$ cat config.mk
export PLATFORM = sky130hd
export DESIGN_NAME = ai_lane_allocator
export DESIGN_NICKNAME = d
export VERILOG_FILES = /design/src/rtl/ai_lane_allocator_pkg.sv /design/src/rtl/ai_lane_allocator_lfsr_11.sv /design/src/rtl/ai_lane_allocator.sv
export SDC_FILE = /design/constraint.sdc
export NUM_CORES = 1
export LEC_CHECK = 0
export BUFFER_PORTS_ARGS = -buffer_cell sky130_fd_sc_hd__buf_2
export CAP_MARGIN = 10
export CORE_ASPECT_RATIO = 0.7
export CORE_MARGIN = 2
export CORE_UTILIZATION = 53
export CTS_CLUSTER_DIAMETER = 200
export CTS_CLUSTER_SIZE = 40
export DETAILED_ROUTE_END_ITERATION = 8
export PLACE_DENSITY = 0.85
export SKIP_CTS_REPAIR_TIMING = 1
export SYNTH_ARGS = -nofsm -noshare
export SYNTH_HDL_FRONTEND = slang
export SYNTH_SLANG_ARGS = --single-unit
export TNS_END_PERCENT = 100
$ cat constraint.sdc
create_clock -name clk -period 3.8 [get_ports clk]
set_input_delay 0.76 -clock clk [delete_from_list [all_inputs] [get_ports clk]]
set_output_delay 0.76 -clock clk [all_outputs]
set_load 0.005 [all_outputs]
$ cat src/rtl/ai_lane_allocator_pkg.sv
// Shared game definitions: lane geometry, car record field indices and the
// allocator state encoding.
package ai_lane_allocator_pkg;

  localparam int NUM_LANES = 4;

  // Spawn X of each lane, indexed by the 2-bit lane number.
  localparam logic [NUM_LANES-1:0][10:0] LANE_X = {11'd260, 11'd220, 11'd180, 11'd140};

  // Field indices of a car_state_t record.
  localparam int CS_IMG_ID = 0;
  localparam int CS_X      = 1;
  localparam int CS_Y      = 2;
  localparam int CS_WIDTH  = 3;
  localparam int CS_HEIGHT = 4;

  typedef enum logic [1:0] {
    ST_IDLE  = 2'd0,
    ST_LATCH = 2'd1,
    ST_PICK  = 2'd2,
    ST_PROBE = 2'd3
  } alloc_state_t;

endpackage

$ cat src/rtl/ai_lane_allocator_lfsr_11.sv
// 11-bit Fibonacci LFSR, x^11 + x^9 + 1, free running. It is maximal length,
// so a non-zero seed never reaches the all-zero state.
module lfsr_11 #(
  parameter logic [10:0] SEED = 11'h5A5
) (
  input  logic        clk,
  input  logic        resetN,
  output logic [10:0] out
);

  logic [10:0] lfsr_q, lfsr_d;

  // Shift left, feeding back the XOR of the x^11 and x^9 taps.
  always_comb lfsr_d = {lfsr_q[9:0], lfsr_q[10] ^ lfsr_q[8]};

  // State register, reloads the seed on reset.
  always_ff @(posedge clk or negedge resetN) begin
    if (!resetN) lfsr_q <= SEED;
    else         lfsr_q <= lfsr_d;
  end

  assign out = lfsr_q;

endmodule

$ cat src/rtl/ai_lane_allocator.sv
// Per-frame respawn arbiter: on frame_start, walks the cars in index order
// and gives each requesting car a spawn lane that is neither occupied near
// the top of the screen nor already handed out this frame.
module ai_lane_allocator
  import ai_lane_allocator_pkg::*;
#(
  parameter int          NUM_CARS    = 4,
  parameter logic [10:0] SPAWN_CLEAR = 11'd128,
  parameter logic [10:0] LFSR_SEED   = 11'h5A5
) (
  input  logic                         clk,
  input  logic                         resetN,
  input  logic                         frame_start,
  input  logic [NUM_CARS-1:0]          respawn_req,
  input  logic [NUM_CARS-1:0][10:0]    car_y,
  output logic [NUM_CARS-1:0][10:0]    car_x,
  output logic [NUM_CARS-1:0]          respawn_ack,
  output logic                         busy,
  output logic [10:0]                  random
);

  localparam int CW = $clog2(NUM_CARS + 1);  // car_idx must reach NUM_CARS
  localparam int IW = $clog2(NUM_CARS);

  alloc_state_t                 state_q, state_d;
  logic [NUM_CARS-1:0]          pending_q, pending_d;
  logic [NUM_LANES-1:0]         granted_q, granted_d;
  logic [CW-1:0]                car_idx_q, car_idx_d;
  logic [1:0]                   probe_q, probe_d;
  logic [1:0]                   tries_q, tries_d;
  logic [NUM_CARS-1:0][10:0]    car_x_q, car_x_d;
  logic [NUM_CARS-1:0]          ack_q, ack_d;
  logic                         busy_q, busy_d;
  logic                         lane_blocked;
  logic [IW-1:0]                cur;

  lfsr_11 #(.SEED(LFSR_SEED)) u_lfsr (
    .clk    (clk),
    .resetN (resetN),
    .out    (random)
  );

  assign cur = car_idx_q[IW-1:0];

  // Probed lane is blocked by a car still near the top or by an earlier grant.
  always_comb begin
    lane_blocked = granted_q[probe_q];
    for (int c = 0; c < NUM_CARS; c++) begin
      if (car_x_q[c] == LANE_X[probe_q] && car_y[c] < SPAWN_CLEAR) lane_blocked = 1'b1;
    end
  end

  // Scan sequencing: latch requests, then per car pick a random start lane
  // and probe up to four lanes, granting the first free one.
  always_comb begin
    state_d   = state_q;
    pending_d = pending_q;
    granted_d = granted_q;
    car_idx_d = car_idx_q;
    probe_d   = probe_q;
    tries_d   = tries_q;
    car_x_d   = car_x_q;
    ack_d     = '0;
    busy_d    = busy_q;
    case (state_q)
      ST_IDLE: begin
        if (frame_start) begin
          pending_d = respawn_req;
          granted_d = '0;
          car_idx_d = '0;
          busy_d    = 1'b1;
          state_d   = ST_LATCH;
        end
      end
      ST_LATCH: state_d = ST_PICK;
      ST_PICK: begin
        if (car_idx_q == CW'(NUM_CARS)) begin
          busy_d  = 1'b0;
          state_d = ST_IDLE;
        end else if (!pending_q[cur]) begin
          car_idx_d = car_idx_q + CW'(1);
        end else begin
          probe_d = random[1:0];
          tries_d = 2'd0;
          state_d = ST_PROBE;
        end
      end
      ST_PROBE: begin
        if (!lane_blocked) begin
          car_x_d[cur]       = LANE_X[probe_q];
          ack_d[cur]         = 1'b1;
          granted_d[probe_q] = 1'b1;
          car_idx_d          = car_idx_q + CW'(1);
          state_d            = ST_PICK;
        end else if (tries_q == 2'd3) begin
          // Every lane blocked: leave the car unserved; its level req
          // brings it back next frame.
          car_idx_d = car_idx_q + CW'(1);
          state_d   = ST_PICK;
        end else begin
          probe_d = probe_q + 2'd1;
          tries_d = tries_q + 2'd1;
        end
      end
      default: state_d = ST_IDLE;
    endcase
  end

  // State and registered outputs; reset restores the default lane layout.
  always_ff @(posedge clk or negedge resetN) begin
    if (!resetN) begin
      state_q   <= ST_IDLE;
      pending_q <= '0;
      granted_q <= '0;
      car_idx_q <= '0;
      probe_q   <= '0;
      tries_q   <= '0;
      for (int c = 0; c < NUM_CARS; c++) car_x_q[c] <= LANE_X[c % NUM_LANES];
      ack_q     <= '0;
      busy_q    <= 1'b0;
    end else begin
      state_q   <= state_d;
      pending_q <= pending_d;
      granted_q <= granted_d;
      car_idx_q <= car_idx_d;
      probe_q   <= probe_d;
      tries_q   <= tries_d;
      car_x_q   <= car_x_d;
      ack_q     <= ack_d;
      busy_q    <= busy_d;
    end
  end

  assign car_x       = car_x_q;
  assign respawn_ack = ack_q;
  assign busy        = busy_q;

endmodule
==> results of run 1 <==
==> worst paths after layout <==
kind | end | from | cells after the start
hold reg to reg | u_lfsr.out[8] | u_lfsr.out[7] | 0
setup reg to reg | car_x[8] | probe_q[0] | 9
max in group asynchronous | car_x[29] | resetN | 2
setup / recovery | car_x[8] | probe_q[0] | 9
min in group asynchronous | respawn_ack[2] | resetN | 1
hold / removal | u_lfsr.out[8] | u_lfsr.out[7] | 0
==> Yosys cell counts, drive strengths merged, types with 2 or more instances <==
| cell | count | area, µm² |
|---|---|---|
| a21oi | 5 | 25.02 |
| a31oi | 2 | 12.51 |
| and3b | 4 | 35.03 |
| buf | 37 | 277.8 |
| clkbuf | 2 | 7.510 |
| conb | 2 | 7.510 |
| dfrtp | 41 | 1026 |
| dfstp | 16 | 420.4 |
| ha | 9 | 112.6 |
| inv | 18 | 67.56 |
| mux2 | 20 | 281.5 |
| mux2i | 7 | 70.07 |
| mux4 | 2 | 45.04 |
| nand2 | 20 | 75.07 |
| nand3 | 7 | 72.57 |
| nand4 | 2 | 12.51 |
| nor3b | 5 | 37.54 |
| nor4 | 8 | 56.30 |
| o211ai | 5 | 37.54 |
| o21ai | 3 | 15.01 |
| o21bai | 2 | 15.01 |
| xnor2 | 5 | 43.79 |
| xor2 | 12 | 105.1 |
==> cells by family (layout without fill, tap and decap cells) <==
logic type	Yosys count	in the layout	share of synthesized area (%)
buffers and inverters	57	98	11.83
other	2	20	0.2518
AOI/OAI and AO/OA	26	26	6.082
xor gates and xnor gates	17	17	4.992
adders and majority gates	9	9	3.775
muxes	29	29	13.30
and+or+nand+nor	53	53	11.28
DFF	57	57	48.49
==> power breakdown <==
group | switching, mW | leakage (nW) | internal, mW
sequential | 0.191 | 0.687 | 0.834
combinational | 0.569 | 0.997 | 0.548
clock | 0.242 | 0.103 | 0.338
==> final cells by class <==
cell class	count	area, µm²
Inverter	18	67.56
Fill cell	418	1953
Clock buffer	12	155.1
Sequential cell	57	1446
Clock inverter	4	51.30
Timing Repair Buffer	64	325.3
Tap cell	72	90.09
Multi-Input combinational cell	154	1251
==> layer usage <==
metal | part of all wire, % | track usage, % | vias up | wire length, µm
met5 | 0 | 0 | - | 0
met4 | 0.53 | 4.891 | 0 | 30
met2 | 47 | 32.55 | 76 | 2691
li1 | - | - | 914 | -
met1 | 45 | 26.52 | 953 | 2549
met3 | 7.7 | 8.145 | 6 | 442
==> flip-flops by register name, summed over array words and instances (netlist names) <==
| name | count |
|---|---|
| granted_q | 4 |
| busy | 1 |
| tries_q | 2 |
| respawn_ack | 4 |
| car_x | 24 |
| u_lfsr.out | 11 |
| probe_q | 2 |
| car_idx_q | 3 |
| pending_q | 4 |
| state_q | 2 |
==> per-stage QoR <==
step | std cells | power [mW] | area [µm²]
after CTS | 381 | 2.742 | 3387
after floorplan | 268 | 1.855 | 3050
final | 381 | 2.722 | 3387
after global placement | 365 | 2.088 | 3181
after detailed placement | 365 | 2.153 | 3181
after global routing | 381 | 2.927 | 3387
==> critical path, cell delays in order, from the launching register on <==
cell and delay (ps):
dfrtp_1 610, inv_1 200, ha_1 490, xnor2_1 180
nand3_1 90, o21bai_1 110, nor4_2 270, buf_4 260
and3_2 330, mux2_2 360
==> impl_metrics.env, run 1 <==
export IMPL_vias=1949
export IMPL_hold_viol=0
export IMPL_path_max_fanout=12
export IMPL_dp_hpwl_um=4238
export IMPL_firstDrtPassIters=4
export IMPL_portBuffers=62
export IMPL_async_reset_ff_share_pct=100.0
export IMPL_routed_wl_um=5714
export IMPL_clk_path_buf_depth=2
export IMPL_final_max_slew_viol_count=0
export IMPL_final_common_cell="buf_2"
export IMPL_antenna_left=0
export IMPL_die_h_um=66.77
export IMPL_power_density_mw_per_mm2=803.6
export IMPL_synth_warnings=0
export IMPL_layout_common_cells="buf_2 (62), dfrtp_1 (41), nand2_1 (20), conb_1 (20), inv_1 (18)"
export IMPL_syn_avg_cell_area_um2=11.93
export IMPL_track_usage_pct=20.47
export IMPL_drc=0
export IMPL_synth_edf_count=0
export IMPL_yosysSeqAreaShare_pct=48.49
export IMPL_place_congestion=0.7387
export IMPL_clockRootBuffer="clkbuf_8"
export IMPL_max_slew_margin_pct=34.31
export IMPL_dieArea_mm2=0.006254
export IMPL_cts_sinks=57
export IMPL_max_freq_mhz=330.8
export IMPL_post_drt_via_cell_ratio=5.115
export IMPL_cts_tree="built"
export IMPL_drive_gt1_share_pct=39.81
export IMPL_grt_overflow_total=0
export IMPL_synthFlopType="dfrtp_1"
export IMPL_netlist_instances=250
export IMPL_antenna_found_initial=0
export IMPL_cts_buffers_inserted=9
export IMPL_setup_viol=0
export IMPL_fp_row_count=22
export IMPL_worstSetupPathType="reg -> reg"
export IMPL_final_core_util_pct=63.43
export IMPL_rrSetupSlack_ps=780
export IMPL_place_ws_ps=776.1
export IMPL_nNetsFinal=364
export IMPL_end_kind="register"
export IMPL_peakVddDrop_mv=0.2633
export IMPL_area_delta_synth_final_pct=13.55
export IMPL_wl_per_cell_um=15.00
export IMPL_fin_setup_tns_ps=0
export IMPL_ios=111
export IMPL_fin_worst_skew_ps=6.935
export IMPL_worstPathRequired_ps=4020
export IMPL_worst_slew_pin_slew_ps=983.2
export IMPL_antenna_cells=0
export IMPL_synth_distinct_cells=44
export IMPL_first_global_vias=1859
export IMPL_ys_ff_latch=57
export IMPL_clkTransAtPathRegs_ps=70
export IMPL_hold_class="reg -> reg"
export IMPL_holdWs_ps=368.0
export IMPL_rsz0062_at_grt="false"
export IMPL_status="finished, final reports clean"
export IMPL_start_kind="register"
export IMPL_grt_max_degree=40
export IMPL_grt_pass1_wl_um=9404
export IMPL_clk_latency_ps=340
export IMPL_leakagePower_nw=1.787
export IMPL_start_util_pct=55.86
export IMPL_timing_final_crit_share_pct=79.55
export IMPL_syn_area_mm2=0.002983
export IMPL_core_mm2=0.005340
export IMPL_arrival_ps=3250
export IMPL_fin_crit_ps=3023
export IMPL_die_x_um=93.67
export IMPL_initialDrtViolationCount=150
export IMPL_worst_slack_ps=777.1
export IMPL_cap_violations=0
export IMPL_h_tree_depth=3
Note: power is estimated with default switching activity, not from simulation.
==> run 2: changes to the inputs <==
--- a/config.mk
+++ b/config.mk
@@ -9,11 +9,11 @@
 export CAP_MARGIN = 10
 export CORE_ASPECT_RATIO = 0.7
 export CORE_MARGIN = 2
-export CORE_UTILIZATION = 53
+export CORE_UTILIZATION = 45
 export CTS_CLUSTER_DIAMETER = 200
 export CTS_CLUSTER_SIZE = 40
 export DETAILED_ROUTE_END_ITERATION = 8
-export PLACE_DENSITY = 0.85
+export PLACE_DENSITY = 0.77
 export SKIP_CTS_REPAIR_TIMING = 1
 export SYNTH_ARGS = -nofsm -noshare
 export SYNTH_HDL_FRONTEND = slang
==> constraint.sdc (replaced) <==
create_clock -name clk -period 2.75 [get_ports clk]
set_input_delay 0.55 -clock clk [delete_from_list [all_inputs] [get_ports clk]]
set_output_delay 0.55 -clock clk [all_outputs]
set_load 0.005 [all_outputs]
==> impl_metrics.env, run 2 (synthesis results as in run 1) <==
export IMPL_status="finished, final reports clean"
export IMPL_fill_cells=525
export IMPL_vias=1969
export IMPL_largest_reg_flops=24
export IMPL_holdWs_ps=347.1
export IMPL_worst_slack_ps=158.0
export IMPL_rrSetupSlack_ps=160
export IMPL_drive_gt1_share_pct=43.75
export IMPL_antenna_found_initial=0
export IMPL_worstReg2RegEnd="car_x[8]"
export IMPL_wl_per_cell_um=14.49
export IMPL_ios=111
export IMPL_layout_common_cells="buf_2 (62), dfrtp_1 (41), nand2_1 (20), conb_1 (20), inv_1 (18)"
export IMPL_worst_slew_pin_slew_ps=717.2
export IMPL_place_ws_ps=60.51
export IMPL_initialDrtViolationCount=108
export IMPL_start_util_pct=47.30
export IMPL_rr_worst_depth=7
export IMPL_final_common_cell="buf_2"
export IMPL_clk_latency_ps=340
export IMPL_grt_overflow_total=0
export IMPL_timing_final_crit_share_pct=94.25
export IMPL_fin_crit_ps=2592
export IMPL_clockRootBuffer="clkbuf_8"
export IMPL_end_kind="register"
export IMPL_h_tree_depth=3
export IMPL_rsz0062_at_grt="false"
export IMPL_hold_viol=0
export IMPL_arrival_ps=2810
export IMPL_design_area_mm2=0.003501
export IMPL_worstPathRequired_ps=2970
export IMPL_drc=0
export IMPL_grt_max_degree=58
export IMPL_track_usage_pct=16.84
export IMPL_peakVddDrop_mv=0.3828
export IMPL_grt_pass1_wl_um=9370
export IMPL_post_drt_via_cell_ratio=4.947
export IMPL_fin_cells=398
export IMPL_placed_area_mm2=0.003271
export IMPL_die_x_um=101.3
export IMPL_power_density_mw_per_mm2=1108
export IMPL_seq_area_mm2=0.001446
export IMPL_first_global_vias=1945
export IMPL_cts_buffers_inserted=9
export IMPL_path_max_fanout=12
export IMPL_multi_input_area_mm2=0.001277
export IMPL_area_delta_synth_final_pct=17.37
export IMPL_hold_class="in -> async"
export IMPL_cts_sinks=57
export IMPL_cts_tree="built"
export IMPL_clkTransAtPathRegs_ps=70
export IMPL_antenna_left=0
export IMPL_final_max_slew_viol_count=0
export IMPL_routed_wl_um=5766
export IMPL_cap_violations=0
export IMPL_nNetsFinal=375
export IMPL_leakagePower_nw=1.831
export IMPL_max_slew_margin_pct=52.19
export IMPL_final_core_util_pct=55.52
export IMPL_fp_row_count=24
export IMPL_setup_viol=0
export IMPL_portBuffers=62
export IMPL_place_congestion=0.8023
export IMPL_placedCellCount=382
export IMPL_die_h_um=72.12
export IMPL_fin_worst_skew_ps=5.447
export IMPL_total_power_mw=3.878
export IMPL_dp_hpwl_um=4145
export IMPL_core_mm2=0.006306
export IMPL_antenna_cells=0
export IMPL_clk_path_buf_depth=2
export IMPL_start_kind="register"
export IMPL_reg2reg_from="probe_q[0]"
export IMPL_max_freq_mhz=385.8
export IMPL_worstSetupPathType="reg -> reg"
export IMPL_dieArea_mm2=0.007306
export IMPL_firstDrtPassIters=5
export IMPL_fin_setup_tns_ps=0
[run 2: cell count changes in the layout (fill, tap and decap cells not counted), sizes merged]
cell / change
inv: +1
buf: +11
clkbuf: -2
clkinvlp: +2
clkinv: -1
[run 2: critical path: stages, from the launching register on]
cell and delay [ps]:
dfrtp_1 410, buf_4 180, mux4_2 480, o21bai_1 190, nor4_2 260, buf_4 260
and3_2 340, mux2_2 360
[run 2: layout make-up]
type                    instances  share of cell area, %
inverters                      18                  1.930
clock inverters                 6                  1.894
well taps                      78                  2.788
clock buffers                  10                  3.931
repair buffers                 75                  11.65
flip-flops and latches         57                  41.32
multi-input cells             154                  36.49
[run 2: where the power goes]
group | switching, mW | internal [mW]
Clock | 0.354 | 0.444
Combinational | 0.829 | 0.860
Sequential | 0.239 | 1.15
[run 2: worst max path at each step]
stage | start | end | depth (start not counted)
4_1_cts | probe_q[0] | car_x[6] | 8
2_1_floorplan | probe_q[0] | car_x[4] | 11
5_1_grt | probe_q[0] | car_x[6] | 7
3_5_place_dp | probe_q[0] | car_x[8] | 8
3_3_place_gp | probe_q[0] | car_x[8] | 8
6_report | probe_q[0] | car_x[8] | 7
[run 2: routing by layer]
metal,up-vias,global-route usage (%),share of wire (%)
li1,938,-,-
met4,0,5.856,1.5
met3,10,5.973,6.3
met2,72,25.31,45
met1,949,22.74,47
met5,-,0,0
